`src/rtl/out_port_tx_if.sv`:
```
// out_port_tx_if: CPU output-port write strobe and data, overflow clear, serial line and status byte.
interface out_port_tx_if;
  logic [7:0] out_data;
  logic       out_wr;
  logic       clr_ovf;
  logic       tx;
  logic [7:0] stat;
  modport master(output out_data, out_wr, clr_ovf, input tx, stat);
  modport slave(input out_data, out_wr, clr_ovf, output tx, stat);
endinterface

```
`src/rtl/out_port_tx.sv`:
```
// out_port_tx: 4-deep FIFO feeding an async serial transmitter; define OUT_PORT_TX_PARITY_EN for an even-parity bit.
module out_port_tx #(
  parameter int CLKS_PER_BIT = 16
) (
  input logic          clk,
  input logic          rst,
  out_port_tx_if.slave bus
);
  typedef enum logic [2:0] {
    IDLE, START, DATA, STOP
`ifdef OUT_PORT_TX_PARITY_EN
    , PARITY
`endif
  } state_t;
  localparam logic [7:0] RELOAD = 8'(CLKS_PER_BIT - 1);
  state_t     state;
  logic [7:0] mem [4];
  logic [1:0] rd_ptr, wr_ptr;
  logic [2:0] count, count_nxt, bidx;
  logic [7:0] baud, shift, stat_r;
  logic       tx_r, ovf, ovf_nxt, busy_nxt, bnd, pop, wr_ok;
`ifdef OUT_PORT_TX_PARITY_EN
  logic       par;
`endif
  assign bus.tx = tx_r;
  assign bus.stat = stat_r;
  always_comb begin
    bnd = baud == 8'd0;
    pop = count != 3'd0 && (state == IDLE || (state == STOP && bnd));
    wr_ok = bus.out_wr && (count != 3'd4 || pop);
    count_nxt = count + {2'b0, wr_ok} - {2'b0, pop};
    ovf_nxt = (bus.out_wr && !wr_ok) || (ovf && !bus.clr_ovf);
    busy_nxt = pop || (state != IDLE && !(state == STOP && bnd));
  end
  always_ff @(posedge clk)
    if (wr_ok) mem[wr_ptr] <= bus.out_data;
  always_ff @(posedge clk or negedge rst) begin
    if (!rst) begin
      state <= IDLE;
      rd_ptr <= '0;
      wr_ptr <= '0;
      count <= '0;
      bidx <= '0;
      baud <= '0;
      shift <= '0;
      tx_r <= 1'b1;
      ovf <= 1'b0;
      stat_r <= 8'h10;
`ifdef OUT_PORT_TX_PARITY_EN
      par <= 1'b0;
`endif
    end else begin
      count <= count_nxt;
      ovf <= ovf_nxt;
      stat_r <= {ovf_nxt, busy_nxt, count_nxt == 3'd4, count_nxt == 3'd0, 1'b0, count_nxt};
      if (wr_ok) wr_ptr <= wr_ptr + 2'd1;
      if (pop) begin
        rd_ptr <= rd_ptr + 2'd1;
        shift <= mem[rd_ptr];
        state <= START;
        tx_r <= 1'b0;
        baud <= RELOAD;
`ifdef OUT_PORT_TX_PARITY_EN
        par <= ^mem[rd_ptr];
`endif
      end else if (state != IDLE) begin
        if (!bnd) baud <= baud - 8'd1;
        else begin
          baud <= RELOAD;
          case (state)
            START: begin
              state <= DATA;
              bidx <= '0;
              tx_r <= shift[0];
            end
            DATA: if (bidx == 3'd7) begin
`ifdef OUT_PORT_TX_PARITY_EN
              state <= PARITY;
              tx_r <= par;
`else
              state <= STOP;
              tx_r <= 1'b1;
`endif
            end else begin
              shift <= shift >> 1;
              tx_r <= shift[1];
              bidx <= bidx + 3'd1;
            end
`ifdef OUT_PORT_TX_PARITY_EN
            PARITY: begin
              state <= STOP;
              tx_r <= 1'b1;
            end
`endif
            default: begin
              state <= IDLE;
              tx_r <= 1'b1;
            end
          endcase
        end
      end
    end
  end
endmodule

```
`src/flat_wrapper.sv`:
```
// flat-port wrapper written by rule: the top's interface ports become plain ports
module out_port_tx_flat 
#(
  parameter int CLKS_PER_BIT = 16
)
  (clk, rst, bus_out_data, bus_out_wr, bus_clr_ovf, bus_tx, bus_stat);
  out_port_tx_if bus_i ();
  input logic clk;
  input logic rst;
  input wire logic [$bits(bus_i.out_data)-1:0] bus_out_data;
  input wire logic [$bits(bus_i.out_wr)-1:0] bus_out_wr;
  input wire logic [$bits(bus_i.clr_ovf)-1:0] bus_clr_ovf;
  output wire logic [$bits(bus_i.tx)-1:0] bus_tx;
  output wire logic [$bits(bus_i.stat)-1:0] bus_stat;
  assign bus_i.out_data = bus_out_data;
  assign bus_i.out_wr = bus_out_wr;
  assign bus_i.clr_ovf = bus_clr_ovf;
  assign bus_tx = bus_i.tx;
  assign bus_stat = bus_i.stat;
  out_port_tx #(.CLKS_PER_BIT(CLKS_PER_BIT)) u_core (.clk(clk), .rst(rst), .bus(bus_i));
endmodule
```
`config.mk`:
```
export PLATFORM = sky130hd
export DESIGN_NAME = out_port_tx_flat
export DESIGN_NICKNAME = d
export VERILOG_FILES = /design/src/rtl/out_port_tx_if.sv /design/src/rtl/out_port_tx.sv /design/src/flat_wrapper.sv
export SDC_FILE = /design/constraint.sdc
export NUM_CORES = 1
export LEC_CHECK = 0
export BUFFER_PORTS_ARGS = -buffer_cell sky130_fd_sc_hd__buf_2
export CAP_MARGIN = 10
export CORE_MARGIN = 2
export CORE_UTILIZATION = 55
export CTS_BUF_LIST = sky130_fd_sc_hd__clkbuf_16
export DETAILED_ROUTE_END_ITERATION = 10
export PLACE_DENSITY = 0.81
export SYNTH_ARGS = -nofsm -noshare
export SYNTH_HDL_FRONTEND = slang
export SYNTH_SLANG_ARGS = --single-unit
```
`constraint.sdc`:
```
create_clock -name clk -period 3.5 [get_ports clk]
set_input_delay 0.7 -clock clk [delete_from_list [all_inputs] [get_ports clk]]
set_output_delay 0.7 -clock clk [all_outputs]
set_load 0.01 [all_outputs]
```
==> results_dict.tcl <==
set metrics [dict create \
    yosys.cell_types.count 47 \
    fin_cells 315 \
    dr_total_vias 1783 \
    synth-simple-area-share 0.133 \
    dp_hpwl_um 3490 \
    nets 265 \
    drt_iter0_markers 125 \
    dr_wl_met2_um 2690 \
    crit_required_ns 3.74 \
    synth_seq_cells 65 \
    cts-root-buf "clkbuf_16" \
    setup_viol 0 \
    dr.max_layer_used "met4" \
    clkSlewWorstSetupHoldPaths_ns 0.06 \
    min_path_type "in -> async" \
    hold_viol_final 0 \
    netlist_top_cells_count "edfxtp_1, dfrtp_1, ha_1, nor2_1" \
    die_area_mm2 0.00606 \
    synth_fa_ha_area_frac 0.0567 \
    grt_pass1_vias 1802 \
    worst_slew_pin_slew_ns 0.725 \
    core_mm2 0.00517 \
    postCtsHoldBufs 0 \
    grt_max_degree 34 \
    fin_skew_ns 0.00750 \
    antenna_found_initial 0 \
    reg2reg_setup_slack_ns 0.58 \
    cts_buffer_depth 2 \
    wl_met3_um 179 \
    synth_top_family_by_area "simple AND/OR/NAND/NOR gates" \
    cts_tree "yes" \
    cp-start-kind "register" \
    synthCells 219 \
    synth_nets 244 \
    worstPathArrival_ns 3.16 \
    ant_nets 0 \
    async_reset_ff_frac 0.508 \
    synth_mux_area_frac 0.0905 \
    power.leakage_nw 1.43 \
    synth.avg_cell_area_um2 13.7 \
    fp-row-count 26 \
    synth_area_leaders "edfxtp_1, dfrtp_1, mux4_2" \
    critical_path.endpoint_type "register" \
    wl_per_cell_um 16.9 \
    synth_edf_count 32 \
    insertion_delay_ns 0.33 \
    floorplan.initialDensity 0.580 \
    fin_crit_ns 2.92 \
    drive_gt1_frac 0.216 \
    timing.rr.start "u_core.baud[0]" \
    drt-met1-wl_um 2360 \
    drv_cap 0 \
    wl_um 5310 \
    slew_violations 0 \
    grt_pass1_wl_um 9110 \
    port_buffers 19 \
    cts_setup_buffers 0 \
    synth_xor_area_frac 0.0317 \
    drc 0 \
    power_density_mw_per_mm2 664 \
    firstDrtPassIters 4 \
    cts_resized 0 \
    ios 21 \
    worstReg2RegEnd "u_core.bus.stat[5]" \
    antenna_cells 0 \
    synthMostInstantiatedCell "edfxtp_1" \
    syn_area_mm2 0.00300 \
    status "finished clean" \
    grtUsageTotal 0.201 \
    fin_util 0.669 \
    post_drt_via_cell_ratio 5.66 \
    cts_made_buffers 9 \
    tns_ns 0 \
    overflow 0 \
    relSlewSlack 0.516 \
    placed_cells 299 \
    max_freq_ghz 0.342 \
    reg2regPathDepth 9 \
    rsz0062_at_grt "no" \
    die_x_um 77.9 \
    dieHeight_um 77.9 \
    ir_drop_mv 0.628 \
    cts.sinks 65 \
    ys_warn_count 0 \
    synth_compound_area_frac 0.0605 \
    gp_congestion 0.797 \
    cp_max_fo 16 \
    yosys.area.top_type_share 0.320 \
    htree_levels 3 \
    fin_crit_sh 0.834 \
    yosysTopAreaCell "edfxtp_1" \
    synth_flop_cell "edfxtp_1" \
    syn2layout_area_growth_pct 15.3 \
    synth-seq-area-share 0.596 \
    criticalPathCategory "reg -> reg" \
]
==> layout by cell type (no fill, tap or decap), drive strengths merged, types with 5 or more instances in the layout <==
cell and n:
mux2i 8, buf 20, o21ai 9, inv 11, xnor2 6, mux4 8
nand2 10, dfrtp 31, edfxtp 32, a21oi 9, ha 12, nor3 10
clkbuf 9, nor2 12, and2 5, nand3 6
==> registers in the layout (all words and copies together), names as in the netlist <==
register         count
u_core.count         2
u_core.ovf           1
u_core.bus.stat      4
u_core.wr_ptr        2
u_core.mem          32
u_core.bus.tx        1
u_core.shift         8
u_core.rd_ptr        2
u_core.bidx          3
u_core.state         2
u_core.baud          8
==> per-stage QoR <==
step | power, mW | area (um2) | hold WS [ns] | setup WS, ns
after floorplan | 1.23 | 3000 | 0.404 | 0.960
after global placement | 1.31 | 3130 | 0.464 | 0.778
after detailed placement | 1.34 | 3130 | 0.466 | 0.634
after CTS | 2.31 | 3460 | 0.458 | 0.582
after global routing | 2.40 | 3460 | 0.509 | 0.311
final | 2.30 | 3460 | 0.433 | 0.579
==> routing by layer <==
| metal | vias to the layer above | track usage |
|---|---|---|
| met3 | 9 | 0.0558 |
| li1 | 849 | - |
| met1 | 892 | 0.273 |
| met4 | 0 | 0.0714 |
| met5 | - | 0 |
| met2 | 33 | 0.314 |
==> final cells by class <==
class | instances | area (um2)
clock inverters | 7 | 101
inverters | 9 | 33.8
well taps | 70 | 87.6
clock buffers | 9 | 225
repair buffers | 20 | 103
fillers | 354 | 1710
multi-input cells | 135 | 1120
flip-flops and latches | 65 | 1790
==> logic make-up after synthesis <==
| family | count (synthesis) |
|---|---|
| XOR/XNOR | 10 |
| AO/OA/AOI/OAI | 26 |
| flip-flops | 65 |
| multiplexers | 17 |
| buffers and inverters | 19 |
| adder cells (fa/ha/maj) | 13 |
| AND/OR/NAND/NOR | 68 |
| other | 1 |
==> where the power goes <==
part / leakage, nW / switching, mW / total, mW / internal [mW]
registers: 0.679 / 0.0709 / 1.00 / 0.932
logic: 0.593 / 0.191 / 0.323 / 0.132
clock network: 0.160 / 0.339 / 0.969 / 0.630
==> worst max-delay path, cell delays in order (launching register included) <==
cell	delay, ns
dfrtp_1	0.41
inv_1	0.09
ha_1	0.18
nor3b_2	0.46
a31oi_4	0.29
or3_1	0.47
nand2_1	0.09
ha_1	0.15
fa_1	0.46
nor3b_1	0.23
==> worst max-delay path by stage <==
stage / startpoint / end / slack (ns) / cells after the start
2_1_floorplan: u_core.baud[0] / u_core.bus.stat[5] / 0.96 / 11
4_1_cts: u_core.baud[0] / u_core.bus.stat[5] / 0.58 / 9
3_3_place_gp: u_core.baud[0] / u_core.bus.stat[5] / 0.78 / 9
5_1_grt: u_core.baud[0] / u_core.bus.stat[5] / 0.31 / 9
6_report: u_core.baud[0] / u_core.bus.stat[5] / 0.58 / 9
3_5_place_dp: u_core.baud[0] / u_core.bus.stat[5] / 0.63 / 9
Power figures use the tool's default switching activity.
